### config.mk
export PLATFORM = sky130hd
export DESIGN_NAME = dprintf_arbiter_mux_flat
export DESIGN_NICKNAME = d
export VERILOG_FILES = /design/src/rtl/dprintf_pkg.sv /design/src/rtl/dprintf_arbiter_mux_if.sv /design/src/rtl/dprintf_rr_arbiter.sv /design/src/rtl/dprintf_arbiter_mux.sv /design/src/flat_wrapper.sv
export SDC_FILE = /design/constraint.sdc
export NUM_CORES = 1
export LEC_CHECK = 0
export CORE_AREA = 2 2 286 288
export DETAILED_ROUTE_END_ITERATION = 16
export DIE_AREA = 0 0 288 290
export PLACE_DENSITY = 0.46
export SYNTH_ARGS = -nofsm -noshare
export SYNTH_HDL_FRONTEND = slang
export SYNTH_SLANG_ARGS = --single-unit
### constraint.sdc
create_clock -name clk -period 5.2 [get_ports clk]
set_input_delay 1.3 -clock clk [delete_from_list [all_inputs] [get_ports clk]]
set_output_delay 1.3 -clock clk [all_outputs]
set_load 0.02 [all_outputs]
### src/rtl/dprintf_pkg.sv
// Shared dprintf definitions: default widths, the request record and a one-hot index helper.
package dprintf_pkg;

  localparam int unsigned DPRINTF_NUM_PORTS  = 4;
  localparam int unsigned DPRINTF_ADDR_WIDTH = 16;
  localparam int unsigned DPRINTF_DATA_WIDTH = 64;

  typedef struct packed {
    logic                          valid;
    logic [DPRINTF_ADDR_WIDTH-1:0] address;
    logic [DPRINTF_DATA_WIDTH-1:0] data_0;
    logic [DPRINTF_DATA_WIDTH-1:0] data_1;
  } dprintf_req_t;

  // Index of the set bit in a one-hot vector of up to 8 requesters.
  function automatic logic [2:0] onehot_to_index(input logic [7:0] onehot);
    logic [2:0] idx;
    idx = '0;
    for (int unsigned i = 0; i < 8; i++) begin
      if (onehot[3'(i)]) idx = 3'(i);
    end
    return idx;
  endfunction

endpackage

### src/rtl/dprintf_arbiter_mux_if.sv
// Request/ack bundle between the dprintf requesters, the merger and the downstream consumer.
interface dprintf_arbiter_mux_if
  import dprintf_pkg::*;
#(
  parameter int unsigned NUM_PORTS  = DPRINTF_NUM_PORTS,
  parameter int unsigned ADDR_WIDTH = DPRINTF_ADDR_WIDTH,
  parameter int unsigned DATA_WIDTH = DPRINTF_DATA_WIDTH
);

  logic [NUM_PORTS-1:0]            req_in__valid;
  logic [NUM_PORTS*ADDR_WIDTH-1:0] req_in__address;
  logic [NUM_PORTS*DATA_WIDTH-1:0] req_in__data_0;
  logic [NUM_PORTS*DATA_WIDTH-1:0] req_in__data_1;
  logic [NUM_PORTS-1:0]            ack_in;
  logic                            req__valid;
  logic [ADDR_WIDTH-1:0]           req__address;
  logic [DATA_WIDTH-1:0]           req__data_0;
  logic [DATA_WIDTH-1:0]           req__data_1;
  logic                            ack;

  modport master (
    output req_in__valid, req_in__address, req_in__data_0, req_in__data_1, ack,
    input  ack_in, req__valid, req__address, req__data_0, req__data_1
  );

  modport slave (
    input  req_in__valid, req_in__address, req_in__data_0, req_in__data_1, ack,
    output ack_in, req__valid, req__address, req__data_0, req__data_1
  );

endinterface

### src/rtl/dprintf_rr_arbiter.sv
// Combinational grant selection: round-robin after ptr, or lowest index when
// DPRINTF_ARBITER_MUX_FIXED_PRIORITY_EN is defined.
module dprintf_rr_arbiter #(
  parameter int unsigned NUM_PORTS = 4,
  parameter int unsigned PTR_W     = $clog2(NUM_PORTS)
) (
  input  logic [NUM_PORTS-1:0] eligible,
  input  logic [PTR_W-1:0]     ptr,
  output logic [NUM_PORTS-1:0] grant
);

`ifdef DPRINTF_ARBITER_MUX_FIXED_PRIORITY_EN
  logic unused_ptr;
  assign unused_ptr = ^ptr;

  // Isolate the lowest set bit.
  assign grant = eligible & (~eligible + NUM_PORTS'(1));
`else
  // Scan starting at the port after the last grant, wrapping at NUM_PORTS.
  always_comb begin
    logic             found;
    logic [PTR_W-1:0] idx;
    grant = '0;
    found = 1'b0;
    idx   = '0;
    for (int unsigned k = 1; k <= NUM_PORTS; k++) begin
      idx = PTR_W'((32'(ptr) + k) % NUM_PORTS);
      if (!found && eligible[idx]) begin
        grant = NUM_PORTS'(1) << idx;
        found = 1'b1;
      end
    end
  end
`endif

endmodule

### src/rtl/dprintf_arbiter_mux.sv
// Merges NUM_PORTS dprintf requesters into one stream through a 2-entry FIFO.
// Define DPRINTF_ARBITER_MUX_FIXED_PRIORITY_EN for lowest-index-wins arbitration.
module dprintf_arbiter_mux
  import dprintf_pkg::*;
#(
  parameter int unsigned NUM_PORTS  = DPRINTF_NUM_PORTS,
  parameter int unsigned ADDR_WIDTH = DPRINTF_ADDR_WIDTH,
  parameter int unsigned DATA_WIDTH = DPRINTF_DATA_WIDTH
) (
  input logic                  clk,
  input logic                  reset_n,
  input logic                  clk__enable,
  dprintf_arbiter_mux_if.slave bus
);

  localparam int unsigned PTR_W = $clog2(NUM_PORTS);

  typedef struct packed {
    logic [ADDR_WIDTH-1:0] address;
    logic [DATA_WIDTH-1:0] data_0;
    logic [DATA_WIDTH-1:0] data_1;
  } entry_t;

  logic [1:0]           count, count_n;
  entry_t               head, head_n, tail, tail_n;
  entry_t               grant_entry;
  logic [PTR_W-1:0]     ptr, sel;
  logic [NUM_PORTS-1:0] eligible, candidate, grant;
  logic                 pop, take, push;

  logic [ADDR_WIDTH-1:0] port_addr [NUM_PORTS];
  logic [DATA_WIDTH-1:0] port_d0   [NUM_PORTS];
  logic [DATA_WIDTH-1:0] port_d1   [NUM_PORTS];

  for (genvar g = 0; g < NUM_PORTS; g++) begin : g_port
    assign port_addr[g] = bus.req_in__address[g*ADDR_WIDTH +: ADDR_WIDTH];
    assign port_d0[g]   = bus.req_in__data_0[g*DATA_WIDTH +: DATA_WIDTH];
    assign port_d1[g]   = bus.req_in__data_1[g*DATA_WIDTH +: DATA_WIDTH];
  end

  // A port just acked is still holding valid for this cycle; mask it.
  assign eligible = bus.req_in__valid & ~bus.ack_in;
  assign pop      = bus.ack & bus.req__valid;
  assign take     = (count != 2'd2) || pop;

  dprintf_rr_arbiter #(
    .NUM_PORTS (NUM_PORTS),
    .PTR_W     (PTR_W)
  ) u_arb (
    .eligible (eligible),
    .ptr      (ptr),
    .grant    (candidate)
  );

  assign grant       = take ? candidate : '0;
  assign push        = |grant;
  assign sel         = PTR_W'(onehot_to_index(8'(candidate)));
  assign grant_entry = '{address: port_addr[sel], data_0: port_d0[sel], data_1: port_d1[sel]};

  // FIFO next state: pop shifts tail into head, push fills the first free slot.
  always_comb begin
    count_n = count;
    head_n  = head;
    tail_n  = tail;
    if (pop) begin
      head_n  = tail;
      count_n = count - 2'd1;
    end
    if (push) begin
      if (count_n == 2'd0) head_n = grant_entry;
      else                 tail_n = grant_entry;
      count_n = count_n + 2'd1;
    end
  end

  always_ff @(posedge clk or negedge reset_n) begin
    if (!reset_n) begin
      count          <= '0;
      head           <= '0;
      tail           <= '0;
      ptr            <= PTR_W'(NUM_PORTS - 1);
      bus.ack_in     <= '0;
      bus.req__valid <= 1'b0;
    end else if (clk__enable) begin
      count          <= count_n;
      head           <= head_n;
      tail           <= tail_n;
      bus.ack_in     <= grant;
      bus.req__valid <= (count_n != 2'd0);
      if (push) ptr <= sel;
    end
  end

  assign bus.req__address = head.address;
  assign bus.req__data_0  = head.data_0;
  assign bus.req__data_1  = head.data_1;

endmodule

### src/flat_wrapper.sv
// flat-port wrapper written by rule: the top's interface ports become plain ports
module dprintf_arbiter_mux_flat import dprintf_pkg::*;
#(
  parameter int unsigned NUM_PORTS  = DPRINTF_NUM_PORTS,
  parameter int unsigned ADDR_WIDTH = DPRINTF_ADDR_WIDTH,
  parameter int unsigned DATA_WIDTH = DPRINTF_DATA_WIDTH
)
  (clk, reset_n, clk__enable, bus_req_in__valid, bus_req_in__address, bus_req_in__data_0, bus_req_in__data_1, bus_ack, bus_ack_in, bus_req__valid, bus_req__address, bus_req__data_0, bus_req__data_1);
  dprintf_arbiter_mux_if #(.NUM_PORTS(NUM_PORTS), .ADDR_WIDTH(ADDR_WIDTH), .DATA_WIDTH(DATA_WIDTH)) bus_i ();
  input logic clk;
  input logic reset_n;
  input logic clk__enable;
  input wire logic [$bits(bus_i.req_in__valid)-1:0] bus_req_in__valid;
  input wire logic [$bits(bus_i.req_in__address)-1:0] bus_req_in__address;
  input wire logic [$bits(bus_i.req_in__data_0)-1:0] bus_req_in__data_0;
  input wire logic [$bits(bus_i.req_in__data_1)-1:0] bus_req_in__data_1;
  input wire logic [$bits(bus_i.ack)-1:0] bus_ack;
  output wire logic [$bits(bus_i.ack_in)-1:0] bus_ack_in;
  output wire logic [$bits(bus_i.req__valid)-1:0] bus_req__valid;
  output wire logic [$bits(bus_i.req__address)-1:0] bus_req__address;
  output wire logic [$bits(bus_i.req__data_0)-1:0] bus_req__data_0;
  output wire logic [$bits(bus_i.req__data_1)-1:0] bus_req__data_1;
  assign bus_i.req_in__valid = bus_req_in__valid;
  assign bus_i.req_in__address = bus_req_in__address;
  assign bus_i.req_in__data_0 = bus_req_in__data_0;
  assign bus_i.req_in__data_1 = bus_req_in__data_1;
  assign bus_i.ack = bus_ack;
  assign bus_ack_in = bus_i.ack_in;
  assign bus_req__valid = bus_i.req__valid;
  assign bus_req__address = bus_i.req__address;
  assign bus_req__data_0 = bus_i.req__data_0;
  assign bus_req__data_1 = bus_i.req__data_1;
  dprintf_arbiter_mux #(.NUM_PORTS(NUM_PORTS), .ADDR_WIDTH(ADDR_WIDTH), .DATA_WIDTH(DATA_WIDTH)) u_core (.clk(clk), .reset_n(reset_n), .clk__enable(clk__enable), .bus(bus_i));
endmodule
==> impl_metrics.tcl, run 1 <==
set metrics [dict create \
    met2_layer_usage_reported_by_global_route_pct 32.5 \
    cp.required_ns 5.58 \
    drcViolationCount 0 \
    post-layout-total-power_uw 20500 \
    drt-total-wl_mm 78.1 \
    cts.repair.resized 0 \
    postCtsSetupBuffers 0 \
    critical_setup_path_kind "primary input to register" \
    grt_use_met1_pct 21.0 \
    grt_pass1_vias 18300 \
    cts_inserted_buffers 38 \
    grt.overflow.total 0 \
    r2r.worst_path.cells 11 \
    timing.final.max_slew_violations 0 \
    share_of_the_clock_period_used_by_the_worst_path_pct 86.9 \
    achievable-frequency_ghz 0.221 \
    worst_hold_class "register to register" \
    crit-reg2reg-capture "u_core.bus.req__data_0[57]" \
    clock_tree_from_tritoncts "yes" \
    crit_arrival_ns 4.90 \
    worst_setup_path_end_kind "register" \
    reg2reg_setup_slack_ns 0.88 \
    global_route.usage.total_pct 18.0 \
    fp.dieArea_sq_um 83500 \
    synth.cell_area_sq_um 16900 \
    yosys_warnings 0 \
    grt_pass1_wl_mm 115 \
    clock_path_buffers 3 \
    ctsHtreeMaxLevel 2 \
    netlist_top_cells_count "298 x sky130_fd_sc_hd__nand2_1, 297 x sky130_fd_sc_hd__inv_1, 295 x sky130_fd_sc_hd__dfrtp_1, 149 x sky130_fd_sc_hd__nor2b_1" \
    grt_use_met3_pct 4.53 \
    timing_hold_violations_final 0 \
    ys_types 58 \
    pin_count_of_the_biggest_net_entering_global_routing 103 \
    period_minus_slack_ns 4.52 \
    detail_route.vias_per_cell 4.71 \
    ys_seq_elements 297 \
    coreArea_sq_um 80200 \
    synth_top_cells_by_area "sky130_fd_sc_hd__dfrtp_1 44%, sky130_fd_sc_hd__a222oi_1 8.5%, sky130_fd_sc_hd__a221oi_1 7.5%" \
    preCtsSetupSlack_ns 0.154 \
    relSlewSlack_pct 42.2 \
    routed_via_count 17700 \
    max_cap_violations 0 \
    detail-route-antenna-nets 0 \
    clkLatencyLatePin_ns 0.55 \
    worstHoldEndpoint "u_core.bus.req__data_0[22]" \
    fin_ws_ns 0.679 \
    synth_edf_count 0 \
    min_from "u_core.tail[86]" \
    grt.busiest_layer "met2" \
    post_synth_inst_count 2030 \
    initial_utilization_pct 21.0 \
    detailedRoute.firstPassIterationCount 6 \
    area_delta_synth_final_pct 58.9 \
    power.leakage_uw 0.0115 \
    grt_antenna_before_repair 9 \
    power_density_nw_per_um2 764 \
    power.ir.vdd_worst_v 0.000472 \
    setup-violations-final 0 \
    final.setup_skew_ns 0.0172 \
    cp-start-kind "primary input" \
    seq_area_frac_synth_pct 44.1 \
    totalNegativeSetupSlack_ns 0 \
    synth_top_flop_cell "sky130_fd_sc_hd__dfrtp_1" \
    rr_startpoint "u_core.ptr[0]" \
    hold_buffers 0 \
    drtIter0Drc 1414 \
    worst_hold_path.num_cells 2 \
    synth_net_count 2624 \
    final_nets 3270 \
    hpwl_mm 56.6 \
    numPortBuffers 732 \
    crit_fanout 102 \
    synth.most_common_cell "sky130_fd_sc_hd__nand2_1" \
    std_cell_rows 104 \
    rsz_0062_raised_after_global_routing "false" \
    fin_hold_ws_ns 0.514 \
    numClockSinks 297 \
    detail_route.wl_per_cell_microns 20.7 \
    synth_async_sr_flop_share_pct 100 \
    gp_congestion 0.858 \
    worst_slew_pin_slew_ns 0.867 \
    synthDominantAreaCellType "sky130_fd_sc_hd__dfrtp_1" \
    io_pins 733 \
    syn_area_per_cell_sq_um 8.31 \
    clock_tree.root_cell "sky130_fd_sc_hd__clkbuf_16" \
    horiz_die_dim_microns 288 \
    run_status "finished clean" \
    synthDominantCellAreaShare_pct 43.8 \
    layout-drive-gt1-share_pct 4.81 \
    die_h_microns 290 \
    path_clk_slew_ns 0.06 \
]
-- layer usage --
metal / share of wire, % / vias to the layer above
met5: 0 / -
met4: 2.1 / 0
met3: 8.0 / 79
met2: 51 / 686
met1: 39 / 8577
li1: - / 8399
-- worst max-delay path, cell delays in order --
cell and delay (ns):
sky130_fd_sc_hd__clkdlybuf4s50_1 0.45, sky130_fd_sc_hd__nor2b_1 0.21, sky130_fd_sc_hd__mux4_2 0.55, sky130_fd_sc_hd__and2_0 0.19, sky130_fd_sc_hd__a311o_1 0.37, sky130_fd_sc_hd__nor2_4 0.27
sky130_fd_sc_hd__buf_12 0.32, sky130_fd_sc_hd__nor2b_1 0.13, sky130_fd_sc_hd__a221oi_1 0.71, sky130_fd_sc_hd__a222oi_1 0.19
-- flip-flops by register name, indices dropped and copies added (netlist names) --
name	flops
u_core.bus.ack_in	4
u_core.ptr	2
u_core.count	2
u_core.bus.req__valid	1
u_core.bus.req__data_0	64
u_core.bus.req__address	16
u_core.tail	144
u_core.bus.req__data_1	64
-- layout make-up --
class	count	area (sq um)
Timing Repair Buffer	783	8070
Clock buffer	55	1130
Antenna cell	4	10.0
Tap cell	1060	1330
Inverter	297	1110
Sequential cell	297	7430
Clock inverter	11	144
Multi-Input combinational cell	1259	7590
Fill cell	8275	53300
-- power by group --
group,total (uW),internal [uW],leakage [uW],switching (uW)
clock,2730,1650,0.000625,1070
sequential,4250,3590,0.00329,659
combinational,13500,5250,0.00762,8270
-- layout by cell type (no fill, tap or decap), types with 2 or more instances in the layout --
cell and count:
sky130_fd_sc_hd__o22ai_1 3, sky130_fd_sc_hd__a221oi_1 144, sky130_fd_sc_hd__nand4_1 4, sky130_fd_sc_hd__buf_12 28, sky130_fd_sc_hd__bufinv_16 3, sky130_fd_sc_hd__nor2_1 146
sky130_fd_sc_hd__a21boi_0 2, sky130_fd_sc_hd__mux2i_1 4, sky130_fd_sc_hd__a222oi_1 144, sky130_fd_sc_hd__nor4_1 2, sky130_fd_sc_hd__clkdlybuf4s50_1 731, sky130_fd_sc_hd__nor4bb_1 2
sky130_fd_sc_hd__clkinv_2 4, sky130_fd_sc_hd__xnor2_1 2, sky130_fd_sc_hd__o21ai_0 146, sky130_fd_sc_hd__a22oi_1 2, sky130_fd_sc_hd__inv_6 2, sky130_fd_sc_hd__dfrtp_1 295
sky130_fd_sc_hd__nand2b_1 5, sky130_fd_sc_hd__a21oi_1 147, sky130_fd_sc_hd__and2_0 2, sky130_fd_sc_hd__nor3_1 5, sky130_fd_sc_hd__clkbuf_1 7, sky130_fd_sc_hd__clkbuf_16 39
sky130_fd_sc_hd__and4_4 2, sky130_fd_sc_hd__nand2_1 298, sky130_fd_sc_hd__nand3_1 2, sky130_fd_sc_hd__clkbuf_8 9, sky130_fd_sc_hd__dfstp_2 2, sky130_fd_sc_hd__and3_1 2
sky130_fd_sc_hd__ha_1 10, sky130_fd_sc_hd__diode_2 4, sky130_fd_sc_hd__inv_1 297, sky130_fd_sc_hd__mux4_2 3, sky130_fd_sc_hd__nor2b_1 149, sky130_fd_sc_hd__nand3_4 2
sky130_fd_sc_hd__buf_4 23, sky130_fd_sc_hd__a22o_1 2
-- stage by stage --
stage	area (sq um)	cells	utilization (%)
floorplan	16900	2030	-
global placement	25500	3696	31.8
detailed placement	25500	3696	31.8
CTS	26800	3762	33.4
global route	26800	3764	33.4
finish	26800	3766	33.4
-- worst max path at each step --
stage | start | end | slack, ns | cells after the start
after floorplan | bus_req_in__valid[1] | u_core.bus.req__data_1[10] | 1.31 | 11
after global placement | bus_req_in__valid[0] | u_core.bus.req__data_0[57] | 0.20 | 10
after detailed placement | bus_req_in__valid[1] | u_core.bus.req__data_0[57] | 0.15 | 10
after CTS | bus_req_in__valid[1] | u_core.bus.req__data_0[57] | 0.75 | 10
after global routing | bus_req_in__valid[1] | u_core.bus.req__data_0[57] | 0.52 | 10
final | bus_req_in__valid[0] | u_core.bus.req__data_0[57] | 0.68 | 10
-- cells by family (layout without fill, tap and decap cells) --
group / Yosys count / after routing / synth area share, %
simple gates: 635 / 635 / 17.2
compound gates: 604 / 604 / 25.9
buf+inv: 474 / 1146 / 11.3
flops: 297 / 297 / 44.1
fa+ha+maj: 10 / 10 / 0.742
mux: 8 / 8 / 0.705
xor+xnor: 2 / 2 / 0.104
other cells: 0 / 4 / 0
Power figures use the tool's default switching activity.
==> inputs of run 2 (changes only) <==
--- a/config.mk
+++ b/config.mk
@@ -5,10 +5,11 @@
 export SDC_FILE = /design/constraint.sdc
 export NUM_CORES = 1
 export LEC_CHECK = 0
-export CORE_AREA = 2 2 286 288
+export CORE_AREA = 5 5 281 283
 export DETAILED_ROUTE_END_ITERATION = 16
-export DIE_AREA = 0 0 288 290
-export PLACE_DENSITY = 0.46
+export DIE_AREA = 0 0 286 288
+export DONT_BUFFER_PORTS = 1
+export PLACE_DENSITY = 0.35
 export SYNTH_ARGS = -nofsm -noshare
 export SYNTH_HDL_FRONTEND = slang
 export SYNTH_SLANG_ARGS = --single-unit
==> impl_metrics.tcl, run 2 (same netlist as run 1, synthesis figures left out) <==
set metrics [dict create \
    run_status "finished clean" \
    drtIter0Drc 1324 \
    crit_fanout 67 \
    postCtsSetupBuffers 0 \
    dpl-instance-area_sq_um 17900 \
    critPathSlowestCell "sky130_fd_sc_hd__and4_4" \
    power.share.sequential_pct 27.9 \
    power_density_nw_per_um2 976 \
    rsz_0062_raised_after_global_routing "false" \
    coreArea_sq_um 76400 \
    crit_family "simple AND/OR/NAND/NOR gates" \
    drcViolationCount 0 \
    global_route.usage.total_pct 16.5 \
    final_nets 2527 \
    worst_setup_path_end_kind "register" \
    cp-start-kind "register" \
    gp_congestion 0.919 \
    timing.final.max_slew_violations 0 \
    pin_count_of_the_biggest_net_entering_global_routing 298 \
    cp.required_ns 5.57 \
    share_clk_of_total_power_pct 14.6 \
    achievable-frequency_ghz 0.228 \
    worst_hold_class "primary input to async pin" \
    most_common_cell_after_layout_fill_and_taps_aside "sky130_fd_sc_hd__nand2_1" \
    final_cell_area_sq_um 19200 \
    share_of_the_clock_period_used_by_the_worst_path_pct 84.2 \
    routed_via_count 15200 \
    max_reg_flops 144 \
    cts_inserted_buffers 40 \
    max_cap_violations 0 \
    worst-path-buf-inv 2 \
    clkLatencyLatePin_ns 0.53 \
    grt_pass1_wl_mm 104 \
    fp.dieArea_sq_um 82400 \
    power.ir.vdd_worst_v 0.000527 \
    path_clk_slew_ns 0.06 \
    switchingPower_uw 9750 \
    numPortBuffers 0 \
    cts.repair.resized 0 \
    detail-route-antenna-nets 0 \
    die_h_microns 288 \
    commonest_cells_after_routing_fill_and_taps_aside "298 x sky130_fd_sc_hd__nand2_1, 297 x sky130_fd_sc_hd__inv_1, 295 x sky130_fd_sc_hd__dfrtp_1" \
    grt.overflow.total 0 \
    critical_setup_path_kind "register to register" \
    totalNegativeSetupSlack_ns 0 \
    cellInternalPower_uw 9000 \
    numClockSinks 297 \
    comb_power_share_pct 57.5 \
    timing.critical_path.cells "inv_1, ha_1, nor4bb_1, a22oi_1, a21oi_1, nand2_1, and3_1, nand3_4, and4_4, buf_12, a222oi_1" \
    relSlewSlack_pct 40.1 \
    clock_path_buffers 3 \
    hpwl_mm 51.5 \
    top_register "u_core.tail" \
    timing_hold_violations_final 0 \
    area_delta_synth_final_pct 13.8 \
    hold_buffers 0 \
    ctsHtreeMaxLevel 2 \
    sw_frac_of_total_pct 52.0 \
    io_pins 733 \
    horiz_die_dim_microns 286 \
    detail_route.vias_per_cell 5.12 \
    crit_arrival_ns 4.75 \
    detail_route.wl_per_cell_microns 24.6 \
    clock_tree_from_tritoncts "yes" \
    power.leakage_uw 0.00855 \
    layout-drive-gt1-share_pct 5.86 \
    std_cell_rows 102 \
    detailedRoute.firstPassIterationCount 9 \
    drt-total-wl_mm 72.9 \
    grt_antenna_before_repair 27 \
    clock_tree.root_cell "sky130_fd_sc_hd__clkbuf_16" \
    final.setup_skew_ns 0.0109 \
    setup-violations-final 0 \
    worst_slew_pin_slew_ns 0.899 \
    period_minus_slack_ns 4.38 \
    critical-path-max-stage-delay_ns 0.80 \
    grt_pass1_vias 14800 \
    initial_utilization_pct 22.1 \
]
## run 2: cell types whose count changed in the layout (fill, tap and decap cells not counted), sizes merged
cell | before | now
diode | 4 | 13
clkinvlp | 1 | 0
clkbuf | 55 | 58
clkinv | 5 | 9
inv | 299 | 297
buf | 52 | 38
clkdlybuf4s50 | 731 | 0
## run 2: final timing paths
kind	startpoint	end	slack, ns	cells past startpoint
min	reset_n	u_core.bus.req__data_1[49]	0.47	0
max reg2reg	u_core.ptr[0]	u_core.bus.req__data_0[15]	0.82	11
max	u_core.ptr[0]	u_core.bus.req__data_0[15]	0.82	11
min reg2reg	u_core.tail[96]	u_core.bus.req__data_0[32]	0.52	2
max in group asynchronous	reset_n	u_core.tail[97]	4.21	0
min in group clk	u_core.tail[96]	u_core.bus.req__data_0[32]	0.52	2
## run 2: stage by stage
| stage | cells | total power, uW | utilization, % | hold WS, ns | worst slack (ns) |
|---|---|---|---|---|---|
| after CTS | 2949 | 19100 | 25.1 | 0.407 | 0.823 |
| after detailed placement | 2879 | 16200 | 23.4 | 0.514 | 0.506 |
| after floorplan | 2030 | 12500 | - | 0.487 | 1.31 |
| after global routing | 2959 | 20400 | 25.1 | 0.419 | 0.495 |
| after global placement | 2879 | 16000 | 23.4 | 0.506 | 0.521 |
| final | 2962 | 18700 | 25.1 | 0.471 | 0.820 |
## run 2: power by group through the flow
stage	combinational, uW	sequential [uW]	clock [uW]
floorplan	7690	4810	0
global placement	10700	5300	0
detailed placement	10900	5320	0
CTS	10900	5280	2870
global route	12100	5400	2950
finish	10800	5230	2740
## run 2: layer usage
layer  routed length (microns)  track usage, %  part of all wire, %
met1                     27200            19.1                   37
met2                     37200            29.6                   51
met3                      6790            5.49                  9.3
met4                      1550            3.62                  2.1
met5                        54               0                0.074
## run 2: layout make-up
cell class / count / area [sq um]
flip-flops and latches: 297 / 7430
fillers: 8262 / 57200
clock inverters: 12 / 146
clock buffers: 58 / 1140
diodes: 13 / 32.5
well taps: 988 / 1240
repair buffers: 38 / 510
multi-input cells: 1259 / 7590
inverters: 297 / 1110
